$ cat config.mk
export PLATFORM = sky130hd
export DESIGN_NAME = usb_rx_bit_decoder
export DESIGN_NICKNAME = d
export VERILOG_FILES = /design/src/rtl/usb_rx_bit_decoder.sv
export SDC_FILE = /design/constraint.sdc
export NUM_CORES = 1
export LEC_CHECK = 0
export CELL_PAD_IN_SITES_DETAIL_PLACEMENT = 0
export CELL_PAD_IN_SITES_GLOBAL_PLACEMENT = 2
export CORE_MARGIN = 4
export CORE_UTILIZATION = 35
export DETAILED_ROUTE_END_ITERATION = 6
export PLACE_DENSITY_LB_ADDON = 0.1
export SYNTH_ARGS = -nofsm -noshare
export SYNTH_HDL_FRONTEND = slang
export SYNTH_SLANG_ARGS = --single-unit
$ cat constraint.sdc
create_clock -name clk -period 3.15 [get_ports clk]
set_clock_uncertainty 0.1 [all_clocks]
set_input_delay 0.315 -clock clk [delete_from_list [all_inputs] [get_ports clk]]
set_output_delay 0.315 -clock clk [all_outputs]
set_load 0.03 [all_outputs]
$ cat src/rtl/usb_rx_bit_decoder.sv
// USB receive front-end: NRZI decode, SYNC hunt, bit unstuffing, byte assembly,
// EOP detection and error recovery, driven by a per-bit sample strobe.
//   state      | meaning
//   S_IDLE     | hunting for SYNC
//   S_DATA     | receiving packet bits
//   S_EOP_SE0  | SE0 seen, waiting for J to close the packet
//   S_ERR_WAIT | error recovery, waiting for SE0+J or an idle J run
module usb_rx_bit_decoder #(
    parameter int MAX_BYTES    = 1026,
    parameter int IDLE_TIMEOUT = 8
) (
    input  logic       clk,
    input  logic       Reset,
    input  logic       bit_strobe,
    input  logic       dp,
    input  logic       dm,
    output logic [7:0] rx_data,
    output logic       RXValid,
    output logic       RXActive,
    output logic       RXError,
    output logic       SYNC_Detected,
    output logic       EOP_Detected
);

    localparam int BCW = $clog2(MAX_BYTES + 1);
    localparam int TCW = $clog2(IDLE_TIMEOUT + 1);

    typedef enum logic [1:0] {S_IDLE, S_DATA, S_EOP_SE0, S_ERR_WAIT} state_t;

    state_t           state_q, state_d;
    logic             prev_j_q, prev_j_d;
    logic             last_se0_q, last_se0_d;
    logic [6:0]       shift_q, shift_d;
    logic [2:0]       ones_q, ones_d;
    logic [2:0]       bit_cnt_q, bit_cnt_d;
    logic [BCW-1:0]   byte_cnt_q, byte_cnt_d;
    logic [1:0]       se0_cnt_q, se0_cnt_d;
    logic [TCW-1:0]   j_cnt_q, j_cnt_d;
    logic [7:0]       rx_data_q, rx_data_d;
    logic             valid_q, valid_d;
    logic             active_q, active_d;
    logic             error_q, error_d;
    logic             sync_q, sync_d;
    logic             eop_q, eop_d;

    logic       line_j, line_k, line_se0, line_jk, dec_bit;
    logic [7:0] shift_in;
    logic       sync_hit, byte_done, err_hit, eop_hit, exit_hit;

    assign line_j   = dp & ~dm;
    assign line_k   = ~dp & dm;
    assign line_se0 = ~dp & ~dm;
    assign line_jk  = line_j | line_k;
    assign dec_bit  = (line_j == prev_j_q);
    // shift_q holds the previous seven decoded bits; the newest enters at the MSB
    assign shift_in = {dec_bit, shift_q};

    always_ff @(posedge clk or posedge Reset) begin
        if (Reset) begin
            state_q    <= S_IDLE;
            prev_j_q   <= 1'b1;
            last_se0_q <= 1'b0;
            shift_q    <= 7'h7F;
            ones_q     <= '0;
            bit_cnt_q  <= '0;
            byte_cnt_q <= '0;
            se0_cnt_q  <= '0;
            j_cnt_q    <= '0;
            rx_data_q  <= '0;
            valid_q    <= 1'b0;
            active_q   <= 1'b0;
            error_q    <= 1'b0;
            sync_q     <= 1'b0;
            eop_q      <= 1'b0;
        end else begin
            state_q    <= state_d;
            prev_j_q   <= prev_j_d;
            last_se0_q <= last_se0_d;
            shift_q    <= shift_d;
            ones_q     <= ones_d;
            bit_cnt_q  <= bit_cnt_d;
            byte_cnt_q <= byte_cnt_d;
            se0_cnt_q  <= se0_cnt_d;
            j_cnt_q    <= j_cnt_d;
            rx_data_q  <= rx_data_d;
            valid_q    <= valid_d;
            active_q   <= active_d;
            error_q    <= error_d;
            sync_q     <= sync_d;
            eop_q      <= eop_d;
        end
    end

    always_comb begin
        state_d    = state_q;
        prev_j_d   = prev_j_q;
        last_se0_d = last_se0_q;
        shift_d    = shift_q;
        ones_d     = ones_q;
        bit_cnt_d  = bit_cnt_q;
        byte_cnt_d = byte_cnt_q;
        se0_cnt_d  = se0_cnt_q;
        j_cnt_d    = j_cnt_q;
        sync_hit   = 1'b0;
        byte_done  = 1'b0;
        err_hit    = 1'b0;
        eop_hit    = 1'b0;
        exit_hit   = 1'b0;
        if (bit_strobe) begin
            if (line_jk) prev_j_d = line_j;
            last_se0_d = line_se0;
            unique case (state_q)
                S_IDLE: begin
                    if (line_jk) begin
                        shift_d = shift_in[7:1];
                        if (shift_in == 8'h80) begin
                            sync_hit   = 1'b1;
                            state_d    = S_DATA;
                            ones_d     = 3'd1;
                            bit_cnt_d  = '0;
                            byte_cnt_d = '0;
                        end
                    end else begin
                        // all-ones flush: SYNC then needs eight fresh decoded bits
                        shift_d = 7'h7F;
                    end
                end
                S_DATA: begin
                    if (line_jk) begin
                        if (ones_q == 3'd6) begin
                            if (dec_bit) err_hit = 1'b1;
                            else         ones_d  = '0;
                        end else if (byte_cnt_q == BCW'(MAX_BYTES)) begin
                            err_hit = 1'b1;
                        end else begin
                            shift_d   = shift_in[7:1];
                            ones_d    = dec_bit ? ones_q + 3'd1 : 3'd0;
                            bit_cnt_d = bit_cnt_q + 3'd1;
                            if (bit_cnt_q == 3'd7) begin
                                byte_done  = 1'b1;
                                byte_cnt_d = byte_cnt_q + BCW'(1);
                            end
                        end
                    end else if (line_se0) begin
                        state_d   = S_EOP_SE0;
                        se0_cnt_d = 2'd1;
                    end else begin
                        err_hit = 1'b1;
                    end
                end
                S_EOP_SE0: begin
                    if (line_se0) begin
                        se0_cnt_d = se0_cnt_q + 2'd1;
                        if (se0_cnt_q == 2'd2) err_hit = 1'b1;
                    end else if (line_j) begin
                        eop_hit = 1'b1;
                    end else begin
                        err_hit = 1'b1;
                    end
                end
                S_ERR_WAIT: begin
                    if (line_j) begin
                        if (last_se0_q || j_cnt_q == TCW'(IDLE_TIMEOUT - 1)) exit_hit = 1'b1;
                        else j_cnt_d = j_cnt_q + TCW'(1);
                    end else begin
                        j_cnt_d = '0;
                    end
                end
                default: state_d = S_IDLE;
            endcase
            if (err_hit) begin
                state_d = S_ERR_WAIT;
                j_cnt_d = '0;
            end
            if (eop_hit || exit_hit) begin
                state_d = S_IDLE;
                shift_d = 7'h7F;
            end
        end
    end

    always_comb begin
        rx_data_d = byte_done ? shift_in : rx_data_q;
        valid_d   = byte_done;
        sync_d    = sync_hit;
        eop_d     = eop_hit;
        active_d  = (state_d != S_IDLE);
        // a partial byte at EOP flags RXError for that one cycle only
        error_d   = (state_d == S_ERR_WAIT) | (eop_hit & (bit_cnt_q != 3'd0));
    end

    assign rx_data       = rx_data_q;
    assign RXValid       = valid_q;
    assign RXActive      = active_q;
    assign RXError       = error_q;
    assign SYNC_Detected = sync_q;
    assign EOP_Detected  = eop_q;

endmodule

### Yosys cells after proc, flatten, opt, wreduce, memory -nomap -nowiden

Index checks and enable logic that the tools add are counted.

* flip-flop bits (word level): 47
* latch bits: 0
* RAM bits: 0
* memory bits (read-only): 0
* input port bits: 5
* output and inout bits: 13
* word-level logic and storage cells: 142
* memories kept: 0

* add/subtract/negate cells: 5
* $mul: 0
* div/mod/pow operators: 0
* magnitude comparators: 0
* eq/ne operators: 26
* shifts and indexed selects: 0
* muxes and demuxes: 72
* bitwise operators: 8
* reduce and logical (&&, ||, !) cells: 16

Operator list (count)
* 2-to-1 mux 11 bit: 6
* 2-to-1 mux 3 bit: 12
* 2-to-1 mux 7 bit: 5
* 2-to-1 mux 1 bit: 28
* case mux 11 bit (2 select lines): 1
* 2-to-1 mux 2 bit: 10
* != test 2 bit (second input constant): 9
* 2-to-1 mux 4 bit: 4
* != test 3 bit (second input constant): 5
* case mux 7 bit (2 select lines): 1
* AND reduction 7 bit: 2
* case mux 3 bit (2 select lines): 2
* adder 11 x 1 -> 11 bit (second input constant): 1
* equality test 11 bit (second input constant): 1
* AND reduction 5 bit: 2
* equality test 2 bit (second input constant): 4
* equality test 8 bit (second input constant): 1
* case mux 2 bit (2 select lines): 2
* AND reduction 8 bit: 1
* nonzero test 2 bit: 4
* adder 3 x 1 -> 3 bit (second input constant): 2
* equality test 3 bit (second input constant): 2
* nonzero test 3 bit: 2
* adder 4 x 1 -> 4 bit (second input constant): 1
* other kinds (13): 19

### Depth between registers and ports, before layout

Gate-level depths: netlist of the first run.

* depth after elaboration: 13
* depth in mapped cells: 9
* gate-level depth less buffers: 7

### Worst setup path after synthesis of the first run

Ideal clock, no wire load.

* path type: register to register
* start point: register state_q[1]
* end point: register rx_data_q[0], in the netlist rx_data[0]
* library setup time: 125 ps
* data arrival time: 2245 ps
* required time: 2925 ps
* setup slack: 681 ps
* stages on the path, launching flop included: 9
* buffers on the path: 2
* clock period less this slack: 2469 ps
* path through: dfrtp_1 inv_1 ha_1 buf_2 a21bo_2 a311oi_1 nor2b_1 buf_2 mux2_2

* cells in the longest elaborated chain, start to end: 3

RTL lines
* start: declaration: RTL line 30 `state_t state_q, state_d;`
* start signal: assignment: RTL line 76 `state_q <= state_d;`
* equality test 2 x 1 -> 1 bit: RTL line 112 `unique case (state_q)`
* 2-to-1 mux 1 bit: RTL line 112
* 2-to-1 mux 1 bit: RTL line 109 `if (bit_strobe) begin`
* net byte_done: RTL line 48 `logic sync_hit, byte_done, err_hit, eop_hit, exit_hit;`
* end signal: assignment: RTL line 85 `rx_data_q <= rx_data_d;`
* end: declaration: RTL line 39 `logic [7:0] rx_data_q, rx_data_d;`

The timed path passes the listed nets, and every way through them passes these cells.
A chain may end at the register's enable or synchronous reset.

### Final worst setup path of the first run

* start point: input dm
* end point: register byte_cnt_q[4]

* cells in the longest elaborated chain, start to end: 6
* elaborated cells between the ends (all ways): 10
* classes of those cells: 5 x eq/ne; 4 x bitwise; 1 x reduce/logical

RTL lines
* start: declaration: RTL line 16 `input logic dm,`
* NOT 1 bit *: RTL line 50 `assign line_j = dp & ~dm;`
* AND 1 bit *: RTL line 50
* net line_j: RTL line 46 `logic line_j, line_k, line_se0, line_jk, dec_bit;`
* equality test 1 bit: RTL line 54 `assign dec_bit = (line_j == prev_j_q);`
* equality test 8 bit: RTL line 116 `if (shift_in == 8'h80) begin`
* != test 2 bit (no line)
* AND reduction 8 bit (no line) *
* end signal: assignment: RTL line 82 `byte_cnt_q <= byte_cnt_d;`
* end: declaration: RTL line 36 `logic [BCW-1:0] byte_cnt_q, byte_cnt_d;`

The timed path passes the listed nets; every way through them passes the cells marked *.

==> results of run 1 <==
-- sequential cells by signal (all words and copies together) (netlist names) --
name	flops
EOP_Detected	1
RXActive	1
RXError	1
RXValid	1
SYNC_Detected	1
bit_cnt_q	3
byte_cnt_q	11
j_cnt_q	4
last_se0_q	1
ones_q	3
prev_j_q	1
rx_data	8
se0_cnt_q	2
shift_q	7
state_q	2
-- power breakdown --
| group | switching, mW | internal [mW] |
|---|---|---|
| registers | 0.0824 | 0.711 |
| clock network | 0.215 | 0.157 |
| logic | 0.384 | 0.255 |
| total | 0.681 | 1.12 |
-- cell usage after synthesis, types with 4 or more instances --
| master | instances |
|---|---|
| o22a_1 | 7 |
| nand4_1 | 5 |
| o21ai_0 | 17 |
| a21oi_1 | 10 |
| dfrtp_1 | 39 |
| nor2_1 | 6 |
| o211ai_1 | 4 |
| buf_2 | 4 |
| nor4_1 | 4 |
| inv_1 | 16 |
| nand3_1 | 9 |
| dfstp_2 | 8 |
| nand2b_1 | 4 |
| nor2b_1 | 6 |
| nor3_1 | 5 |
| or3_1 | 4 |
| or4_1 | 4 |
| ha_1 | 15 |
| nand2_1 | 35 |
| mux2_2 | 10 |
| clkbuf_1 | 4 |
-- final cells by class --
| cell class | count | area share [%] |
|---|---|---|
| Clock buffer | 6 | 2.40 |
| Timing Repair Buffer | 28 | 8.37 |
| Multi-Input combinational cell | 190 | 43.4 |
| Inverter | 16 | 1.99 |
| Clock inverter | 2 | 0.456 |
| Tap cell | 99 | 4.10 |
| Sequential cell | 47 | 39.3 |
-- logic make-up after synthesis --
group,Yosys count,share of synthesized area (%)
buf+inv,25,3.81
flops,47,45.7
simple gates,94,18.9
mux,11,4.72
xor+xnor,3,1.01
compound gates,67,18.7
fa+ha+maj,15,7.23
-- worst paths after layout --
check                                       endpoint  slack (ps)                 startpoint
max                        byte_cnt_q[4]$_DFFE_PP0P_         520                         dm
min                         se0_cnt_q[0]$_DFFE_PP0P_         400   se0_cnt_q[0]$_DFFE_PP0P_
max reg2reg                   shift_q[1]$_DFFE_PP1P_         620  byte_cnt_q[0]$_DFFE_PP0P_
min reg2reg                 se0_cnt_q[0]$_DFFE_PP0P_         400   se0_cnt_q[0]$_DFFE_PP0P_
max in group asynchronous       prev_j_q$_DFFE_PP1P_        1790                      Reset
min in group asynchronous     rx_data[0]$_DFFE_PP0P_         450                      Reset
-- per-layer routing --
layer  vias up  wire length (um)  part of all wire (%)
li1       1011                 -                     -
met1      1028              2880                    47
met2        14              2990                    49
met3         6               118                   1.9
met4         0                74                   1.2
met5         -                 0                     0
-- worst max-delay path, stage by stage --
cell,delay (ps)
clkdlybuf4s50_1,450
inv_1,50
ha_1,260
xor2_1,220
o41ai_4,610
o21ai_2,250
or4_1,450
a21oi_1,150
-- per-stage QoR --
step	cells	setup slack, ps	utilization (%)	area (um^2)
3_5_place_dp	380	217	40.7	2930
4_1_cts	388	532	41.9	3020
3_3_place_gp	380	244	40.7	2930
6_report	388	525	41.9	3020
2_1_floorplan	262	681	-	2600
5_1_grt	388	348	41.9	3020
==> run summary, run 1 <==
Core Footprint - 7210 um^2
Placement Rows - 31
async set or reset register ratio after synthesis - 100%
fill count - 733
Setup crit end kind - register
met3 Use GR - 2.72%
slew margin rel. - 34.8%
TritonCTS buffer count - 5
total wire length - 6060 um
fin. max-slew vios - 0
leading area contributor after synthesis - dfrtp_1
Area Overhead vs Synth - 16.3%
antenna viol nets, final - 0
pwr dens - 597 nW/um^2
die area - 8860 um^2
final hold viol count - 0
data required time at the worst endpoint - 3280 ps
Clock H-tree levels - 2
mean post-synth cell area - 9.91 um^2
Post-Synthesis Cells - 262
status - completed
Post-CTS Setup Inserts - 0
drt wl/cell - 15.6 um
Post-synth EDFFs - 0
sequential element share of the synthesized area - 45.7%
TritonCTS clock tree - built
commonest cells after routing, fill and taps aside - dfrtp_1 (39), nand2_1 (35), o21ai_0 (17), clkdlybuf4s50_1 (17)
M2 GR Usage - 25.9%
unrepaired setup endpoints after global routing - false
footprint of the multi-input gates - 1310 um^2
worst hold path class - reg -> reg
mapped cell area - 2600 um^2
Die Height - 94.1 um
worst IR drop on VDD - 0.000181 V
static leakage - 1.32 nW
global-route wire length before repair - 10500 um
n_diodes - 0
post-cts resize count - 0
FF+latch count, synth - 47
max cap viols - 0
Via-to-Cell Ratio - 5.31
GRT Max-Usage Layer - met2
Min Hold Slack - 400 ps
largest net degree at the start of global routing - 47
Final Cycle Share - 83.3%
clock buffer depth - 2
crit-path max FO - 11
Netlist cell types - 52
DR iter-0 viols - 77
Top Ports - 18
hold_buf cts - 0
Worst Path Arrival - 2750 ps
GRT Resource Usage Total - 15.1%
WHS Path Cells - 1
CTS sink cnt - 47
clock slew at reported path FFs - 100 ps
layout cells sized above 1 - 14.9%
met1 usage - 19.4%
post-layout min period - 2630 ps
Main synth FF type - dfrtp_1
synth top area cells - dfrtp_1 (38%), dfstp_2 (8.1%), ha_1 (7.2%)
die width - 94.1 um
clk_lat worst skew - 310 ps
CP Class - in -> reg
IO Port Bufs - 17
commonest non-fill, non-tap cell in the layout - dfrtp_1
Final #Nets - 308
Initial Util - 36.0%
worst-margin pin slew - 976 ps
vias - 2059
Reg2Reg Depth - 6
GPL Wtd Cong - 0.824
initial antenna violation count - 0
post-synth top area share - 37.6%
register area - 1190 um^2
vias in the first global route - 2090
final setup fails - 0
Startpoint Class - input port
gr ovfl total - 0
max frequency - 381 MHz
Post-Syn Nets - 282
Ys Warns - 0
Tot Pwr - 1.80 mW
# DRC - 0
Detail Placement HPWL - 4480 um
setup TNS - 0 ps
Clk Tree Root Cell - clkbuf_8
DRT Pass-1 Iters - 4
(Power assumes the default switching activity.)
==> inputs of run 2 (changes only) <==
CORE_UTILIZATION = 34   (was 35)
clock period = 2.4 ns   (was 3.15 ns; I/O delays follow)
==> run summary, run 2 (same netlist as run 1, synthesis figures left out) <==
status - completed
gr ovfl total - 0
layout cells sized above 1 - 24.0%
antenna viol nets, final - 0
clk_lat worst skew - 310 ps
worst-margin pin slew - 542 ps
commonest non-fill, non-tap cell in the layout - dfrtp_1
reg-to-reg slack, setup - 80 ps
final setup fails - 0
die area - 9100 um^2
pwr dens - 792 nW/um^2
drt wl/cell - 14.6 um
global-route wire length before repair - 10200 um
hold_buf cts - 0
crit-path max FO - 6
fin. max-slew vios - 0
Initial Util - 35.4%
Startpoint Class - register
Core Footprint - 7330 um^2
DR iter-0 viols - 59
Reg2Reg Depth - 6
n_diodes - 0
Detail Placement HPWL - 4440 um
data required time at the worst endpoint - 2540 ps
die width - 95.4 um
static leakage - 1.44 nW
Clk Tree Root Cell - clkbuf_8
Final Cycle Share - 96.8%
GRT Resource Usage Total - 14.4%
post-layout min period - 2320 ps
Placement Rows - 31
worst IR drop on VDD - 0.000353 V
placed insts - 403
post-cts resize count - 0
CP Class - reg -> reg
TritonCTS buffer count - 5
Clock H-tree levels - 2
Setup crit end kind - register
total wire length - 6000 um
Via-to-Cell Ratio - 5.12
CTS sink cnt - 47
worst hold path class - in -> async
Area Overhead vs Synth - 26.3%
max frequency - 431 MHz
commonest cells after routing, fill and taps aside - dfrtp_1 (39), nand2_1 (34), buf_4 (34)
Worst Path Arrival - 2460 ps
clock buffer depth - 2
unrepaired setup endpoints after global routing - true
final hold viol count - 0
max cap viols - 0
DRT Pass-1 Iters - 6
Die Height - 95.4 um
largest net degree at the start of global routing - 27
Post-CTS Setup Inserts - 0
IO Port Bufs - 17
initial antenna violation count - 0
max reg flops - 11
Top Ports - 18
vias - 2103
Final #Nets - 331
vias in the first global route - 2019
GPL Wtd Cong - 0.781
slew margin rel. - 63.7%
TritonCTS clock tree - built
setup TNS - 0 ps
# DRC - 0
clock slew at reported path FFs - 100 ps
non-filler cells in the finished layout - 411
register name with the most flops - byte_cnt_q
## run 2: final timing paths
| path | from | to |
|---|---|---|
| worst max-delay path | shift_q[6]$_DFFE_PP1P_ | byte_cnt_q[4]$_DFFE_PP0P_ |
| worst min-delay path | Reset | rx_data[7]$_DFFE_PP0P_ |
| worst max register to register | shift_q[6]$_DFFE_PP1P_ | byte_cnt_q[4]$_DFFE_PP0P_ |
| worst min register to register | se0_cnt_q[1]$_DFFE_PP0P_ | se0_cnt_q[1]$_DFFE_PP0P_ |
| max in group asynchronous | Reset | shift_q[6]$_DFFE_PP1P_ |
| min in group clk | se0_cnt_q[1]$_DFFE_PP0P_ | se0_cnt_q[1]$_DFFE_PP0P_ |
## run 2: through the flow
step | worst slack [ps] | total power, mW | hold slack (ps) | util [%] | cell area (um^2)
CTS | 54.0 | 2.61 | 195 | 44.0 | 3230
finish | 77.4 | 2.60 | 187 | 44.7 | 3280
global placement | -200 | 1.99 | 371 | 42.5 | 3110
floorplan | 58.7 | 1.63 | 292 | - | 2600
detailed placement | -237 | 1.99 | 378 | 42.5 | 3110
global route | -31.8 | 2.81 | 229 | 44.7 | 3280
## run 2: critical path: stages, from the launching register on
cell     delay [ps]
dfstp_2         400
or4_4           580
o41ai_4         320
buf_4           200
o21ai_2          90
or4_1           410
a21oi_1         150
## run 2: layout make-up
type,count,area [um^2]
multi-input cells,190,1370
repair buffers,51,425
clock inverters,3,46.3
clock buffers,5,68.8
fillers,717,4050
well taps,99,124
flip-flops and latches,47,1190
inverters,16,60.1
## run 2: report_power, final
part	total [mW]	switching [mW]	leakage (nW)	internal [mW]
Sequential	1.03	0.0945	0.613	0.933
Clock	0.611	0.297	0.0548	0.314
Combinational	0.958	0.543	0.771	0.416
## run 2: layer usage
layer	vias up	track usage [%]	share of wire (%)
met5	-	0	0
met4	0	4.27	1.3
met3	5	2.68	2.4
met2	16	22.4	47
met1	1019	20.2	49
li1	1063	-	-
==> inputs of run 3 (changes only) <==
CORE_UTILIZATION = 35   (was 34)
DONT_BUFFER_PORTS = 1   (was default)
clock period = 2.8 ns   (was 2.4 ns; I/O delays follow)
==> run summary, run 3 (same netlist as run 1, synthesis figures left out) <==
Clk Tree Root Cell - clkbuf_8
n_diodes - 0
Die Height - 94.1 um
Final Cell Area - 2910 um^2
die width - 94.1 um
Sw Share - 37.5%
violated checks - hold timing
fill count - 729
# DRC - 0
crit-path max FO - 9
data required time at the worst endpoint - 2890 ps
max frequency - 396 MHz
Startpoint Class - register
total wire length - 5900 um
drt wl/cell - 15.7 um
wire length on met2 - 2780 um
final hold viol count - 28
Clock H-tree levels - 2
worst IR drop on VDD - 0.000238 V
static leakage - 1.28 nW
post-cts resize count - 0
worst-margin pin slew - 996 ps
hold_buf cts - 1
IO Port Bufs - 0
Combinational Power Share - 33.3%
CP Class - reg -> reg
CTS sink cnt - 47
status - complete, but fails checks
DR iter-0 viols - 116
die area - 8860 um^2
Final #Nets - 296
setup TNS - 0 ps
Detail Placement HPWL - 4260 um
Placement Rows - 31
largest net degree at the start of global routing - 48
footprint of the multi-input gates - 1310 um^2
clk_lat worst skew - 300 ps
initial antenna violation count - 0
vias in the first global route - 1834
clock buffer depth - 2
unrepaired setup endpoints after global routing - false
worst path bufs/invs - 1
CP max stage cell - nor2b_1
TritonCTS buffer count - 5
top sig layer - met4
Top delay family on crit path - simple AND/OR/NAND/NOR gates
post-layout min period - 2520 ps
Via-to-Cell Ratio - 5.20
met3 WL - 117 um
register name with the most flops - byte_cnt_q
vias - 1955
Setup crit end kind - register
commonest non-fill, non-tap cell in the layout - dfrtp_1
global-route wire length before repair - 9690 um
GRT Resource Usage Total - 14.2%
TritonCTS clock tree - built
pwr dens - 704 nW/um^2
layout cells sized above 1 - 17.0%
Post-CTS Setup Inserts - 0
DRT Pass-1 Iters - 4
placed cell area - 2790 um^2
commonest cells after routing, fill and taps aside - dfrtp_1 (39), nand2_1 (35), o21ai_0 (17)
slew margin rel. - 33.5%
register area - 1190 um^2
clock share of power - 21.7%
final setup fails - 0
Core Footprint - 7210 um^2
Area Overhead vs Synth - 11.9%
Final Cycle Share - 90.2%
internal power - 1.28 mW
Worst Path Arrival - 2620 ps
Initial Util - 36.0%
max cap viols - 0
metal1 wirelength - 2880 um
Reg power frac - 45.0%
reg-to-reg slack, setup - 280 ps
Min Hold Slack - -12.6 ps
P_sw - 0.767 mW
Top Ports - 18
CP Cell Sequence - inv_1, ha_1, a21bo_2, a311oi_1, nor2b_1, mux2_2
clock slew at reported path FFs - 90 ps
GPL Wtd Cong - 0.736
worst hold path class - in -> async
max reg flops - 11
fin. max-slew vios - 0
antenna viol nets, final - 0
Worst path max stage delay - 660 ps
gr ovfl total - 0
## run 3: final timing paths
check	start	to	depth (start not counted)
hold reg to reg	se0_cnt_q[1]$_DFFE_PP0P_	se0_cnt_q[1]$_DFFE_PP0P_	2
min in group clk	bit_strobe	last_se0_q$_DFFE_PP0P_	2
setup reg to reg	ones_q[0]$_DFFE_PP0P_	rx_data[6]$_DFFE_PP0P_	6
max in group asynchronous	Reset	EOP_Detected$_DFF_PP0_	1
hold / removal	Reset	rx_data[1]$_DFFE_PP0P_	1
setup / recovery	ones_q[0]$_DFFE_PP0P_	rx_data[6]$_DFFE_PP0P_	6
## run 3: worst reg2reg max path: cells and delay by family, from the launching register on
kind / cells / cell delay (ps)
AOI/OAI and AO/OA: 2 / 580
muxes: 1 / 410
buffers and inverters: 1 / 60
DFF: 1 / 370
adders and majority gates: 1 / 240
and+or+nand+nor: 1 / 660
## run 3: metal layers
layer | global-route usage [%] | vias to the layer above
met5 | 0 | -
li1 | - | 988
met1 | 19.8 | 940
met4 | 5.29 | 0
met2 | 21.5 | 19
met3 | 2.80 | 8
## run 3: power by group through the flow
stage,combinational [mW],sequential (mW),clock [mW]
2_1_floorplan,0.476,0.920,0
3_5_place_dp,0.682,0.936,0
4_1_cts,0.689,0.922,0.474
5_1_grt,0.776,0.938,0.491
6_report,0.681,0.922,0.443
3_3_place_gp,0.691,0.932,0
## run 3: metrics by stage
step | power [mW] | hold slack, ps | cells | setup WS [ps] | utilization (%)
global route | 2.20 | 44.1 | 376 | 50.6 | 40.3
CTS | 2.09 | 2.46 | 375 | 201 | 40.1
finish | 2.05 | -12.6 | 376 | 275 | 40.3
global placement | 1.62 | 287 | 366 | 261 | 38.6
floorplan | 1.40 | 332 | 262 | 331 | -
detailed placement | 1.62 | 291 | 366 | 220 | 38.6
## run 3: area by class of cell
cell class                 count  area share (%)
timing repair buffer          16            4.31
inverter                      16            2.07
tap                           99            4.26
clock buffer                   6            2.84
clock inverter                 2           0.560
sequential                    47            40.8
multi-input combinational    190            45.1
